==> src/rtl/ram_port_arbiter.sv <==
// ram_port_arbiter: shares one SDRAM controller port between a download stream and round-robin byte clients
module ram_port_arbiter #(
  parameter int NUM_CLIENTS = 2,
  parameter int ADDR_WIDTH  = 23,
  parameter int DATA_WIDTH  = 8,
  parameter int TIMEOUT     = 255
) (
  input  logic                              clk_sys,
  input  logic                              reset,
  input  logic                              dl_active,
  input  logic                              dl_wr,
  input  logic [ADDR_WIDTH-1:0]             dl_addr,
  input  logic [DATA_WIDTH-1:0]             dl_data,
  output logic                              dl_overrun,
  input  logic [NUM_CLIENTS-1:0]            cl_req,
  input  logic [NUM_CLIENTS-1:0]            cl_we,
  input  logic [NUM_CLIENTS*ADDR_WIDTH-1:0] cl_addr,
  input  logic [NUM_CLIENTS*DATA_WIDTH-1:0] cl_wdata,
  output logic [NUM_CLIENTS-1:0]            cl_ack,
  output logic                              cl_err,
  output logic [DATA_WIDTH-1:0]             cl_rdata,
  output logic [ADDR_WIDTH-1:0]             mem_addr,
  output logic [DATA_WIDTH-1:0]             mem_din,
  input  logic [DATA_WIDTH-1:0]             mem_dout,
  output logic                              mem_we,
  output logic                              mem_rd,
  input  logic                              mem_ready,
  output logic                              busy
);
  localparam int IW = NUM_CLIENTS > 1 ? $clog2(NUM_CLIENTS) : 1;
  typedef enum logic [1:0] {IDLE, BUSY, DONE} state_t;
  state_t state, state_next;
  logic                  hold_valid;
  logic [ADDR_WIDTH-1:0] hold_addr, lat_addr;
  logic [DATA_WIDTH-1:0] hold_data, lat_data;
  logic [IW-1:0]         ptr, idx, sel, cand;
  logic                  found, lat_we, gnt_dl, err, consume, timeout_hit;
  logic [15:0]           cnt;
  // first requester after the pointer wins, so the last-served client goes to the back
  always_comb begin
    found = 1'b0;
    sel   = ptr;
    cand  = ptr;
    for (int i = 1; i <= NUM_CLIENTS; i++) begin
      cand = IW'((int'(ptr) + i) % NUM_CLIENTS);
      if (!found && cl_req[cand]) begin
        found = 1'b1;
        sel   = cand;
      end
    end
  end
  assign consume     = state == IDLE && hold_valid;
  assign timeout_hit = cnt == 16'(TIMEOUT - 1);
  always_comb begin
    state_next = state == IDLE ? ((hold_valid || (!dl_active && found)) ? BUSY : IDLE)
               : state == BUSY ? ((mem_ready || timeout_hit) ? DONE : BUSY)
               : IDLE;
  end
  always_ff @(posedge clk_sys or posedge reset)
    if (reset) state <= IDLE;
    else       state <= state_next;
  always_ff @(posedge clk_sys or posedge reset) begin
    if (reset) begin
      hold_valid <= 1'b0;
      hold_addr  <= '0;
      hold_data  <= '0;
      dl_overrun <= 1'b0;
      ptr        <= IW'(NUM_CLIENTS - 1);
      idx        <= '0;
      lat_addr   <= '0;
      lat_data   <= '0;
      lat_we     <= 1'b0;
      gnt_dl     <= 1'b0;
      err        <= 1'b0;
      cnt        <= '0;
      cl_rdata   <= '0;
    end else begin
      // a byte arriving on the consume edge refills the hold instead of overrunning it
      if (dl_wr && (!hold_valid || consume)) begin
        hold_valid <= 1'b1;
        hold_addr  <= dl_addr;
        hold_data  <= dl_data;
      end else if (consume) hold_valid <= 1'b0;
      if (dl_wr && hold_valid && !consume) dl_overrun <= 1'b1;
      if (state == IDLE) begin
        if (hold_valid) begin
          gnt_dl   <= 1'b1;
          lat_addr <= hold_addr;
          lat_data <= hold_data;
          lat_we   <= 1'b1;
        end else if (!dl_active && found) begin
          gnt_dl   <= 1'b0;
          idx      <= sel;
          ptr      <= sel;
          lat_addr <= cl_addr[sel*ADDR_WIDTH +: ADDR_WIDTH];
          lat_data <= cl_wdata[sel*DATA_WIDTH +: DATA_WIDTH];
          lat_we   <= cl_we[sel];
        end
      end
      if (state == BUSY) begin
        cnt <= cnt + 16'd1;
        if (mem_ready) cl_rdata <= mem_dout;
        else if (timeout_hit) begin
          cl_rdata <= '1;
          err      <= 1'b1;
        end
      end
      if (state == DONE) begin
        cnt <= '0;
        err <= 1'b0;
      end
    end
  end
  assign mem_we   = state == BUSY && lat_we;
  assign mem_rd   = state == BUSY && !lat_we;
  assign mem_addr = lat_addr;
  assign mem_din  = lat_data;
  assign busy     = state != IDLE;
  assign cl_ack   = (state == DONE && !gnt_dl) ? NUM_CLIENTS'(1) << idx : '0;
  assign cl_err   = state == DONE && !gnt_dl && err;
endmodule
==> config.mk <==
export PLATFORM = sky130hd
export DESIGN_NAME = ram_port_arbiter
export DESIGN_NICKNAME = d
export VERILOG_FILES = /design/src/rtl/ram_port_arbiter.sv
export SDC_FILE = /design/constraint.sdc
export NUM_CORES = 1
export LEC_CHECK = 0
export CAP_MARGIN = 40
export CORE_UTILIZATION = 45
export CTS_CLUSTER_DIAMETER = 200
export DETAILED_ROUTE_END_ITERATION = 16
export PLACE_DENSITY = 0.9
export SYNTH_ARGS = -nofsm -noshare
export SYNTH_HDL_FRONTEND = slang
export SYNTH_SLANG_ARGS = --single-unit
==> constraint.sdc <==
create_clock -name clk_sys -period 9.2 [get_ports clk_sys]
set_input_delay 1.38 -clock clk_sys [delete_from_list [all_inputs] [get_ports clk_sys]]
set_output_delay 1.38 -clock clk_sys [all_outputs]
set_load 0.005 [all_outputs]
== After elaboration in Yosys (flattened, before gate mapping) ==
Cells that the tools add are included.
Storage, ports and cells
  memories: 0
  latch bits: 0
  output and inout bits: 46
  input bits: 110
  bits in read-only memories: 0
  register bits after elaboration: 95
  word-level logic and storage cells: 92
  RAM bits: 0
Cells by class
  equality and inequality tests: 4
  shift operators: 3
  bitwise operators: 1
  $mul: 1
  multiplexer cells: 33
  div/mod/pow operators: 0
  add/sub/neg operators: 3
  reductions and logical operators: 30
  magnitude comparators: 3
Operators with widths (count)
  $mux W23: 2
  $shiftx A46 B7 Y23: 1
  $mux W16: 2
  $mux W8: 4
  $mux W1: 21
  $add A16 B1 Y16 const B: 1
  $eq A16 B8 Y1 const B: 1
  $shiftx A16 B5 Y8: 1
  $reduce_bool A2 Y1: 6
  $logic_and A1 B1 Y1: 10
  $mux W2: 4
  $logic_not A1 Y1: 6
  $lt A1 B2 Y1 const B: 3
  $mul A1 B5 Y6 const B: 1
  $reduce_and A3 Y1: 2
  $reduce_and A2 Y1: 2
  $logic_or A1 B1 Y1: 3
  $add A1 B1 Y1 const B: 2
  $eq A2 B1 Y1 const B: 1
  $eq A2 B2 Y1 const B: 1
  $logic_not A2 Y1: 1
  $ne A2 B1 Y1 const B: 1
  $shl A1 B1 Y2 const A: 1
  $not A1 Y1: 1

== Longest topological paths before layout ==
  depth in word-level cells: 11
  gate-level depth with buffers: 8
  gate-level depth less buffers: 6

== Least setup slack after synthesis ==
No wires, ideal clock.
  kind: input to register
  from: in cl_req[1]
  to: reg lat_addr[15] (netlist: mem_addr[15])
  stages on the path: 4
  arrival: 2.209 ns
  path slack: 6.857 ns
  buffers on the path: 1
  data required time: 9.066 ns
  path through: o21ai_2 > buf_2 > mux2i_1 > o21ai_0
Between the ends
  word-level cells in the longest chain between the ends: 10
  elaborated cells on any way between the ends: 17
RTL lines
  start, declared: RTL line 15  | input logic [NUM_CLIENTS-1:0] cl_req,
  $mux W1 (implied by the code) (2 in series): RTL line 46  | if (!found && cl_req[cand]) begin
  $mux W1: RTL line 46
  $logic_not A1 Y1: RTL line 46
  $logic_and A1 B1 Y1: RTL line 46
  $mux W1: RTL line 46
  $mul A1 B5 Y6: RTL line 95  | lat_addr <= cl_addr[sel*ADDR_WIDTH +: ADDR_WIDTH];
  $shiftx A46 B7 Y23: RTL line 95
  $mux W23: RTL line 91  | end else if (!dl_active && found) begin
  $mux W23: RTL line 86  | if (hold_valid) begin
  end signal, assigned: RTL line 88  | lat_addr <= hold_addr;
  end signal, assigned: RTL line 95
  end, declared: RTL line 34  | logic [ADDR_WIDTH-1:0] hold_addr, lat_addr;
Several ways; a longest one is shown, not always the timed one. The select of a mux whose other input is x is not followed.
A chain may end at the register's enable or synchronous reset.

== Worst setup path in the final report ==
  from: reg state[0]
  to: out busy
Between the ends
  word-level cells in the longest chain between the ends: 1
RTL lines
  start, declared: RTL line 32  | state_t state, state_next;
  start signal, assigned: RTL line 61  | else state <= state_next;
  $reduce_bool A2 Y1: RTL line 118  | assign busy = state != IDLE;
  end, declared: RTL line 28  | output logic busy
No other way between the ends.

==> summary.txt <==
Finish
  – Area of the multi-input gates: 1930 um^2
  – Share of cells above drive strength 1: 11.7%
  – Layout fillers: 743
  – Area occupied by registers: 2380 um^2
  – Area grow syn2layout: 43.3%
  – Ant. Diodes: 0
  – Final #Nets: 657
  – Design area: 6340 um^2

Drt
  – Initial drt markers: 116
  – Residual DRC count: 0
  – Via density: 5.53
  – Detailed Route WL: 11500 um
  – WL/cell: 17.1 um
  – TritonRoute pass-1 iters: 4
  – Post-route ant nets: 0
  – Via Count: 3739

STA
  – Worst Skew: 0.0143 ns
  – Unrepaired setup endpoints after global routing: false
  – Max Fclk: 299 MHz
  – Setup TNS: 0 ns
  – Final Hold Viols: 0
  – Fin worst setup slack: 5.86 ns
  – Slew Viols, Final: 0
  – Setup violators final: 0
  – Min Tclk post-route: 3.34 ns
  – Slew headroom: 52.9%
  – Worst Tran Pin Value: 0.706 ns
  – Tcrit/Tclk final: 36.3%
  – WHS: 0.484 ns

Critical path
  – Req. time, crit path: 7.82 ns
  – WS Path Type: flop to primary output
  – Worst r2r path cells: 8
  – Reg-to-Reg End: hold_data[0]
  – CP endpoint kind: primary output
  – Reg2Reg Launch Point: state[0]
  – Crit start category: flop
  – CP arrival: 1.96 ns
  – Max FO, Critical Path: 37
  – Reg-to-reg setup timing slack: 6.66 ns

Clock network
  – Clock latency on the worst-skew pair: 0.36 ns
  – CTS Buffer Depth: 2
  – CTS tree: yes
  – TritonCTS Buffers: 9
  – # hold bufs at CTS: 0
  – Clock Root Buffer: clkbuf_8
  – Post-CTS sizing: 0
  – # Post-CTS Setup Buffers: 0
  – H-tree depth: 3
  – Reg clk slew, reported paths: 0.09 ns
  – Clock Sinks: 95

Global routing
  – GRT Total Usage: 23.7%
  – First-pass GRT wire length: 18700 um
  – Antenna violations before repair: 0
  – Largest net degree at the start of global routing: 56
  – Grt ovf: 0
  – Vias in the first global route: 3942

Yosys
  – Yosys top cell by area: dfrtp_1
  – Async SR Flop Fraction: 100%
  – Sequential area share after synthesis: 53.8%
  – Synth Flop Type: dfrtp_1
  – Post-Syn Area: 4420 um^2
  – Top cell type's share of synthesized area: 53.2%
  – Netlist cell types: 42
  – Top area cells in the synthesized netlist: dfrtp_1 53%, mux2_2 8.4%, mux2i_1 7.2%
  – Yosys warning total: 0
  – Most common cell in the netlist: dfrtp_1
  – Synth Area per Inst: 11.3 um^2
  – Post-synth EDFFs: 0
  – Synth Net Count: 506
  – Mapped Cells: 391
  – Most frequent cells after synthesis: 94 x dfrtp_1, 40 x o21ai_0, 35 x a21oi_1, 33 x and3_1, 33 x mux2_2
  – Yosys reg bits: 95

Power and ir drop
  – Power per Cell Area: 283 nW/um^2
  – VDD IR-drop max: 141 uV
  – Lkg Pwr: 0.00276 uW

Floorplanning
  – Core Box Area: 9370 um^2
  – Die ar.: 10200 um^2
  – Initial Util: 47.2%
  – Row count: 35
  – Number of top-level pins: 156
  – Die height: 101 um
  – Die width: 101 um

Place
  – Hpwl dp: 8550 um
  – Post-DP Area: 6120 um^2
  – GPL Wtd Cong: 0.809
  – Pre-CTS setup slack: 5.87 ns
  – Port bufs: 155

Status
  – Status: complete, no violations

Worst hold path
  – WHS Path Cells: 1
  – Hold crit path type: flop to flop
  – Hold Path Sink: dl_overrun
  – Hold Path Origin: dl_overrun

Run
  – Max-capacitance violation count: 0
cell families (layout without fill, tap and decap cells):
family | count (synthesis) | count (layout) | share of synthesized area [%]
buffers and inverters | 29 | 185 | 2.97
multiplexers | 65 | 65 | 15.6
flip-flops | 95 | 95 | 53.8
XOR/XNOR | 7 | 7 | 1.39
AO/OA/AOI/OAI | 92 | 92 | 11.7
AND/OR/NAND/NOR | 98 | 98 | 13.1
adder cells (fa/ha/maj) | 5 | 5 | 1.41
worst max path at each step:
stage          startpoint      endpoint  slack (ns)
6_report         state[0]          busy        5.86
5_1_grt          state[0]          busy        5.74
2_1_floorplan       reset   cl_rdata[0]        5.34
3_5_place_dp    cl_req[1]    mem_din[3]        5.87
4_1_cts          state[0]          busy        5.84
3_3_place_gp    cl_req[1]  mem_addr[16]        5.98
stage by stage:
stage / std cells / total power [uW] / utilization, %
6_report: 676 / 1800 / 67.7
5_1_grt: 676 / 1910 / 67.7
3_5_place_dp: 660 / 1500 / 65.3
3_3_place_gp: 659 / 1440 / 65.0
2_1_floorplan: 391 / 1130 / -
4_1_cts: 676 / 1810 / 67.7
power breakdown:
group	switching (uW)	leakage [uW]	internal, uW
clock network	144	0.000113	161
logic	340	0.00150	437
registers	114	0.00114	599
total	598	0.00276	1200
sequential cells by signal, indices dropped and copies added (netlist names):
name        count
hold_addr      23
idx             1
dl_overrun      1
state           2
lat_we          1
err             1
gnt_dl          1
cnt            16
mem_addr       23
hold_data       8
cl_rdata        8
mem_din         8
ptr             1
hold_valid      1
routing by layer:
layer,share of wire [%],track usage (%)
met1,39,27.5
met2,52,42.2
met3,6.6,5.87
met4,1.7,9.59
met5,0,0
area by class of cell:
cell class | count | area share [%]
clock buffer | 11 | 2.23
clock inverter | 5 | 1.30
inverter | 7 | 0.434
multi-input combinational | 267 | 30.4
sequential | 95 | 37.5
tap | 129 | 2.55
timing repair buffer | 162 | 25.6
cell usage in the layout, fill, tap and decap left out, types with 3 or more instances in the layout:
| cell type | count |
|---|---|
| mux2i_1 | 32 |
| nor3_1 | 3 |
| nor3b_1 | 4 |
| mux2_2 | 33 |
| nand2_1 | 18 |
| nand4_1 | 6 |
| clkdlybuf4s50_1 | 155 |
| nor2_1 | 10 |
| xor2_1 | 5 |
| o22a_1 | 8 |
| ha_1 | 5 |
| inv_1 | 6 |
| buf_4 | 6 |
| or3_1 | 3 |
| nand2b_1 | 3 |
| a21oi_1 | 35 |
| o21ai_0 | 40 |
| and3_1 | 33 |
| clkbuf_8 | 10 |
| dfrtp_1 | 94 |
| nand3_1 | 4 |
critical path, stage by stage (launching register included):
cell             delay (ns)
dfrtp_1                0.39
inv_1                  0.08
ha_1                   0.15
buf_4                  0.33
inv_1                  0.17
clkdlybuf4s50_1        0.48
(Power assumes the default switching activity.)
